**src/rtl/gbuf_p_reader.sv**
```systemverilog
// Buffer P reader: paced, credit-limited reads of len words streamed out in address order.
// Optional PREAD_STALL_CNT_EN adds stall_cnt_o, counting backpressured cycles during BUSY.
module gbuf_p_reader #(
  parameter int ADDR_WIDTH = 16,
  parameter int DATA_WIDTH = 128,
  parameter int RD_LAT     = 1,
  parameter int FIFO_DEPTH = 4
) (
  input  logic                  clk_i,
  input  logic                  rst_ni,
  input  logic                  start_i,
  input  logic [ADDR_WIDTH-1:0] base_addr_i,
  input  logic [ADDR_WIDTH-1:0] len_i,
  output logic                  busy_o,
  output logic                  valid_o,
  output logic                  enp_o,
  output logic                  wep_o,
  output logic [ADDR_WIDTH-1:0] addrp_o,
  input  logic [DATA_WIDTH-1:0] datap_i,
  output logic                  m_valid_o,
  input  logic                  m_ready_i,
  output logic [DATA_WIDTH-1:0] m_data_o,
  output logic                  m_last_o
`ifdef PREAD_STALL_CNT_EN
  ,
  output logic [31:0]           stall_cnt_o
`endif
);

  localparam int PW = $clog2(FIFO_DEPTH);
  localparam int CW = PW + 1;
  localparam logic [ADDR_WIDTH-1:0] ONE_A = 1;

  typedef enum logic [1:0] {
    IDLE = 2'd0,
    BUSY = 2'd1,
    DONE = 2'd2
  } state_t;

  state_t r_state;
  state_t w_state_next;

  logic [ADDR_WIDTH-1:0] r_base;
  logic [ADDR_WIDTH-1:0] r_len;
  logic [ADDR_WIDTH-1:0] r_issue_cnt;
  logic [ADDR_WIDTH-1:0] r_pop_cnt;
  logic [RD_LAT-1:0]     r_pipe_vld;
  logic [RD_LAT-1:0]     r_pipe_last;
  logic [DATA_WIDTH:0]   r_mem [FIFO_DEPTH];
  logic [PW-1:0]         r_wptr;
  logic [PW-1:0]         r_rptr;
  logic [CW-1:0]         r_count;

  logic                  w_start_busy;
  logic [CW-1:0]         w_inflight;
  logic                  w_credit_ok;
  logic                  w_issue;
  logic                  w_issue_last;
  logic                  w_push;
  logic                  w_push_last;
  logic                  w_pop;
  logic                  w_last_pop;
  logic                  w_empty;
  logic [DATA_WIDTH:0]   w_head;

  assign w_start_busy = (r_state == IDLE) && start_i && (len_i != '0);

  always_comb begin
    w_inflight = '0;
    for (int i = 0; i < RD_LAT; i++) begin
      w_inflight = w_inflight + CW'(r_pipe_vld[i]);
    end
  end

  // Every outstanding read owns a FIFO slot, so a push can never find the FIFO full.
  assign w_credit_ok  = ({1'b0, r_count} + {1'b0, w_inflight}) < (CW+1)'(FIFO_DEPTH);
  assign w_issue      = (r_state == BUSY) && (r_issue_cnt < r_len) && w_credit_ok;
  assign w_issue_last = (r_issue_cnt == r_len - ONE_A);
  assign w_push       = r_pipe_vld[RD_LAT-1];
  assign w_push_last  = r_pipe_last[RD_LAT-1];
  assign w_empty      = (r_count == '0);
  assign w_pop        = !w_empty && m_ready_i;
  assign w_last_pop   = w_pop && (r_state == BUSY) && (r_pop_cnt == r_len - ONE_A);
  assign w_head       = r_mem[r_rptr];

  assign enp_o     = w_issue;
  assign wep_o     = 1'b0;
  assign addrp_o   = w_issue ? (r_base + (r_issue_cnt << 4)) : '0;
  assign m_valid_o = !w_empty;
  assign m_data_o  = w_empty ? '0 : w_head[DATA_WIDTH-1:0];
  assign m_last_o  = !w_empty && w_head[DATA_WIDTH];

  always_ff @(posedge clk_i) begin
    if (!rst_ni) begin
      r_state <= IDLE;
    end else begin
      r_state <= w_state_next;
    end
  end

  always_comb begin
    w_state_next = r_state;
    busy_o       = 1'b0;
    valid_o      = 1'b0;
    case (r_state)
      IDLE: begin
        if (start_i) begin
          w_state_next = (len_i != '0) ? BUSY : DONE;
        end
      end
      BUSY: begin
        busy_o = 1'b1;
        if (w_last_pop) begin
          w_state_next = DONE;
        end
      end
      DONE: begin
        valid_o = 1'b1;
        if (!start_i) begin
          w_state_next = IDLE;
        end
      end
      default: w_state_next = IDLE;
    endcase
  end

  always_ff @(posedge clk_i) begin
    if (!rst_ni) begin
      r_base      <= '0;
      r_len       <= '0;
      r_issue_cnt <= '0;
      r_pop_cnt   <= '0;
    end else begin
      if (r_state == IDLE && start_i) begin
        r_base      <= base_addr_i;
        r_len       <= len_i;
        r_issue_cnt <= '0;
        r_pop_cnt   <= '0;
      end else begin
        if (w_issue) begin
          r_issue_cnt <= r_issue_cnt + ONE_A;
        end
        if (w_pop && r_state == BUSY) begin
          r_pop_cnt <= r_pop_cnt + ONE_A;
        end
      end
    end
  end

  // Return pipe mirrors the buffer read latency; clearing it on reset drops late data.
  always_ff @(posedge clk_i) begin
    if (!rst_ni) begin
      r_pipe_vld  <= '0;
      r_pipe_last <= '0;
    end else begin
      r_pipe_vld[0]  <= w_issue;
      r_pipe_last[0] <= w_issue && w_issue_last;
      for (int i = 1; i < RD_LAT; i++) begin
        r_pipe_vld[i]  <= r_pipe_vld[i-1];
        r_pipe_last[i] <= r_pipe_last[i-1];
      end
    end
  end

  always_ff @(posedge clk_i) begin
    if (w_push) begin
      r_mem[r_wptr] <= {w_push_last, datap_i};
    end
  end

  always_ff @(posedge clk_i) begin
    if (!rst_ni) begin
      r_wptr  <= '0;
      r_rptr  <= '0;
      r_count <= '0;
    end else begin
      if (w_push) begin
        r_wptr <= r_wptr + PW'(1);
      end
      if (w_pop) begin
        r_rptr <= r_rptr + PW'(1);
      end
      case ({w_push, w_pop})
        2'b10:   r_count <= r_count + CW'(1);
        2'b01:   r_count <= r_count - CW'(1);
        default: r_count <= r_count;
      endcase
    end
  end

`ifdef PREAD_STALL_CNT_EN
  logic [31:0] r_stall_cnt;

  always_ff @(posedge clk_i) begin
    if (!rst_ni) begin
      r_stall_cnt <= '0;
    end else if (w_start_busy) begin
      r_stall_cnt <= '0;
    end else if (r_state == BUSY && m_valid_o && !m_ready_i && r_stall_cnt != '1) begin
      r_stall_cnt <= r_stall_cnt + 32'd1;
    end
  end

  assign stall_cnt_o = r_stall_cnt;
`endif

endmodule

```
**config.mk**
```make
export PLATFORM = sky130hd
export DESIGN_NAME = gbuf_p_reader
export DESIGN_NICKNAME = d
export VERILOG_FILES = /design/src/rtl/gbuf_p_reader.sv
export SDC_FILE = /design/constraint.sdc
export NUM_CORES = 1
export LEC_CHECK = 0
export BUFFER_PORTS_ARGS = -buffer_cell sky130_fd_sc_hd__clkbuf_2
export CAP_MARGIN = 20
export CORE_MARGIN = 2
export CORE_UTILIZATION = 62
export DETAILED_ROUTE_END_ITERATION = 10
export MAX_ROUTING_LAYER = met4
export PLACE_DENSITY = 0.81
export SYNTH_ARGS = -nofsm -noshare
export SYNTH_HDL_FRONTEND = slang
export SYNTH_SLANG_ARGS = --single-unit
```
**constraint.sdc**
```tcl
create_clock -name clk_i -period 10.4 [get_ports clk_i]
set_clock_uncertainty 0.1 [all_clocks]
set_input_delay 0.52 -clock clk_i [delete_from_list [all_inputs] [get_ports clk_i]]
set_output_delay 0.52 -clock clk_i [all_outputs]
set_load 0.02 [all_outputs]
```
==> reports/summary.md <==
The run finished with clean final reports. The simple-gate share of the synthesized area was 0.0864. Final-stage net count: 1969. For the proportion of power drawn by combinational gates, the log shows 0.247. The top-level port count is 314, and the setup-violating endpoint count in the final report is 0. The total CTS buffers was 56; the number of cell rows was 72. Setup total negative slack on the finished layout was measured at 0 ns. The fraction of layout instances using a drive strength above 1 is 0.308. After clock tree synthesis, the repair step resized 0 gates. TritonCTS built the clock tree.

The part of the power in registers came out at 0.429. The clock network power share is 0.324. For this run, design rule violations remaining after detail routing come to 0.

The worst relative slew slack is 0.260, and the multi-input logic area is 0.00683 mm2. The worst hold path passes through 3 cells. Cell depth of the worst flop-to-flop path: 9. The post-synthesis compound-gate area fraction came out at 0.0252. In this run the clock root is driven by a clkbuf_16. The register bit count reported by yosys is 593, and the top achievable clock speed is 0.255 GHz. The number of instances in the synthesized netlist was 1448; the number of placed instances, taps included was 2216. The internal portion of the total power is 4.47 mW.

In this run the static leakage power is 9.98 nW. The proportion of total power due to net switching is 0.290, and the maximum number of pins on one net before global-route repair is 97. The run gives 0.0243 mm2 as the area of the mapped netlist. Across the whole layout, storage elements account for 0.0170 mm2.

Sorting the synthesized cells by area gives the leading types as edfxtp_1 (64%), mux4_2 (12%), dfxtp_1 (6.3%), and2_1 (3.5%), ha_1 (1.8%). Across all layers, the routed design uses 13516 vias. STA classifies the critical path startpoint as a register. From bottom edge to top edge, the die measures 202 um. IR analysis of the VDD net gives a maximum drop of 0.200 mV. Compared with the post-synthesis result, the final layout area differs by 16.9%. Clock edge transition at the registers on the reported setup and hold paths: 0.07 ns. Setup slack on the worst reg-to-reg path comes out at 7.39 ns. The quantity of I/O buffers inserted on ports was 312; the global route total overflow was 0. The count of cells in the finished layout, fillers not included, comes to 2341. For hold timing, the worst endpoint is r_base[0]$_SDFFE_PN0P_. The die span in x works out to 202 um.

The number of antenna violations at the first check in global routing was 8. The run gives 0 as the number of max-cap violations. The tools report the critical register-to-register path startpoint as r_len[0]$_SDFFE_PN0P_. The global routing usage summed across all routing layers was 0.263; the fraction of synthesized area in multiplexers was 0.122.

The cell type with the largest total area after synthesis is edfxtp_1. Yosys mapped the design onto 54 distinct sky130hd cell types. Commonest register cell after synthesis: edfxtp_1. The tools report the DRC marker count from the first detailed-route iteration as 941.

The tools report the endpoint of the worst register-to-register path as r_state[1]$_SDFFE_PN0P_. For the number of clock sinks, the log shows 593. The worst hold path belongs to the class in2reg. The routability congestion estimate from global placement was 0.838. The first detailed-routing pass took 5 iterations.

The startpoint identified for the worst hold timing path is base_addr_i[0]. The peak fanout along the critical path came out at 15. The XOR/XNOR share of the synthesized area is 0.0272, and the area inside the core boundary is 0.0386 mm2. Total power for the finished layout comes to 6.30 mW.

In this run, post-CTS hold repair placed 6 buffers. The H-tree depth is 2. Once detail routing completed, the nets flagged for antenna violations numbered 0.

The filler cells instantiated in the layout total 2359. Shortest period the worst path allows: 3.92 ns. At the pin with the least slew margin, the transition time is 1.11 ns.

The clock network latency to the later pin of the worst-skew pair was 0.60 ns. Average instance area after synthesis: 16.8 um2. The run gives 0.629 as the initial standard-cell utilization of the core. The worst setup path is of the reg2out kind. The kind of capture point of the worst setup path is an output port.

The async set-reset flop share out of synthesis is 0, and the total detailed-routing wirelength is 51.2 mm. The logs give 0.701 for the portion of the post-synthesis area used by sequential elements and 3.30 ns for the arrival time of the worst setup path. Final core area utilization: 0.735.

Using the TritonRoute via totals, the vias-per-cell ratio works out to 5.77. The post-synthesis adder-cell area fraction came out at 0.0197. After detailed routing, the average wire length per cell comes to 21.9 um. In this run the deepest clock path goes through 3 buffers.

The logs give 14107 for the via count of the first global-routing pass and 31.8 mm for the detailed placement HPWL. By area, the combinational part of the netlist is dominated by multiplexers. The power per cell area is 222 mW/mm2.

The fraction of the cycle the final worst path needs was 0.377; the first-pass GRT wire length was 79.2 mm. The die covers 0.0408 mm2. STA puts the critical path data required time at 9.78 ns. Setup repair after global routing left no endpoint under its margin.

The number of flops mapped to enable cells by yosys was 516. The share of Yosys cell area claimed by the top area cell type works out to 0.638. The run gives 0 as the hold violation count in the final report. The run gives 1649 as the post-synth net total. The analysis attributes to net switching a power of 1.83 mW. The count of final max-slew check failures is 0, and the total setup buffers inserted after CTS is 0. The Yosys step of the flow raised 0 warnings.
Yosys cell counts (2+ instances only):
cell type / n
nor4b_1: 2
o211ai_1: 3
a21oi_1: 54
fa_1: 2
edfxtp_1: 516
or3_1: 9
a211oi_1: 4
o31ai_1: 3
o21a_1: 3
inv_1: 36
mux4_2: 129
mux2i_1: 4
nor3b_1: 3
nand2b_1: 2
buf_1: 21
nor3_1: 11
nor2_1: 65
and3_1: 14
o2111ai_1: 3
nand3_1: 16
and4_1: 3
xnor2_1: 47
a21o_1: 8
dfxtp_1: 77
and2_1: 136
nor4_1: 9
clkbuf_1: 49
a31oi_1: 3
nand4b_1: 2
o21ai_0: 16
nand2_1: 97
or2_2: 2
buf_6: 3
ha_1: 35
nand4_1: 10
nor2b_1: 4
xor2_1: 26
or4_1: 5
worst max-delay path, stage by stage, from the launching register on:
cell and delay [ns]:
dfxtp_1 0.51, inv_1 0.09, ha_1 0.33, a21o_1 0.16, a21o_1 0.17, a221oi_1 0.29
buf_4 0.26, nand2_1 0.34, nor3_1 0.33, clkbuf_2 0.22
cell type report:
class	count	area share
sequential	593	0.600
inverter	36	0.00476
antenna	10	0.000881
tap	518	0.0228
clock buffer	63	0.0510
clock inverter	40	0.0141
multi-input combinational	744	0.241
timing repair buffer	337	0.0655
power groups by stage:
| stage | combinational (mW) | clock (mW) | sequential (mW) |
|---|---|---|---|
| final | 1.56 | 2.04 | 2.70 |
| after CTS | 1.57 | 2.08 | 2.71 |
| after global routing | 1.66 | 2.17 | 2.71 |
| after global placement | 1.54 | 0 | 2.75 |
| after detailed placement | 1.55 | 0 | 2.76 |
| after floorplan | 1.10 | 0 | 2.71 |
logic make-up (layout without fill, tap and decap cells):
group / count (synthesis) / after routing
AO/OA/AOI/OAI: 103 / 103
XOR/XNOR: 74 / 74
adder cells (fa/ha/maj): 37 / 37
buffers and inverters: 111 / 476
flip-flops: 593 / 593
multiplexers: 134 / 134
other: 1 / 11
AND/OR/NAND/NOR: 395 / 395
through the flow:
step | hold WS, ns | area [um2] | worst slack [ns]
detailed placement | 0.345 | 26300 | 6.95
global route | 0.00518 | 28400 | 6.19
global placement | 0.339 | 26300 | 6.96
floorplan | 0.332 | 24300 | 6.27
CTS | 0.00153 | 28200 | 6.27
finish | 0.0360 | 28400 | 6.48
how the worst max path moves through the flow:
stage / depth (start not counted) / startpoint / slack [ns] / end
final: 9 / r_len[13]$_SDFFE_PN0P_ / 6.48 / addrp_o[7]
after global routing: 10 / r_len[14]$_SDFFE_PN0P_ / 6.19 / addrp_o[7]
after CTS: 5 / register / 6.27 / m_data_o[77]
after detailed placement: 5 / register / 6.95 / m_data_o[77]
after global placement: 4 / register / 6.96 / m_data_o[81]
after floorplan: 2 / r_pipe_vld$_SDFF_PN0_ / 6.27 / r_mem[0][0]$_DFFE_PP_
per-layer routing:
metal | vias to the layer above | share of wire | track usage
met5 | - | 0 | -
met4 | 0 | 0.021 | 0.0741
met3 | 75 | 0.070 | 0.0580
met2 | 486 | 0.51 | 0.435
met1 | 6762 | 0.40 | 0.333
li1 | 6193 | - | -
flip-flops by register name, summed over array words and instances, names as in the netlist, named ones only:
name         flops
r_base          16
r_count          3
r_issue_cnt     16
r_len           16
r_mem          516
r_pipe_last      1
r_pipe_vld       1
r_pop_cnt       16
r_rptr           2
r_state          2
r_wptr           2
layout by cell type (no fill, tap or decap), types with 14 or more instances in the layout:
cell       synthesis  final
o21ai_0           16     16
nand3_1           16     16
mux4_2           129    129
clkbuf_2           0    312
clkbuf_16          0     57
nand2_1           97     97
and3_1            14     14
edfxtp_1         516    516
inv_1             36     36
a21oi_1           54     54
xnor2_1           47     47
nor2_1            65     64
dfxtp_1           77     75
and2_1           136    132
ha_1              35     35
xor2_1            26     26
Note: power is estimated with default switching activity, not from simulation.
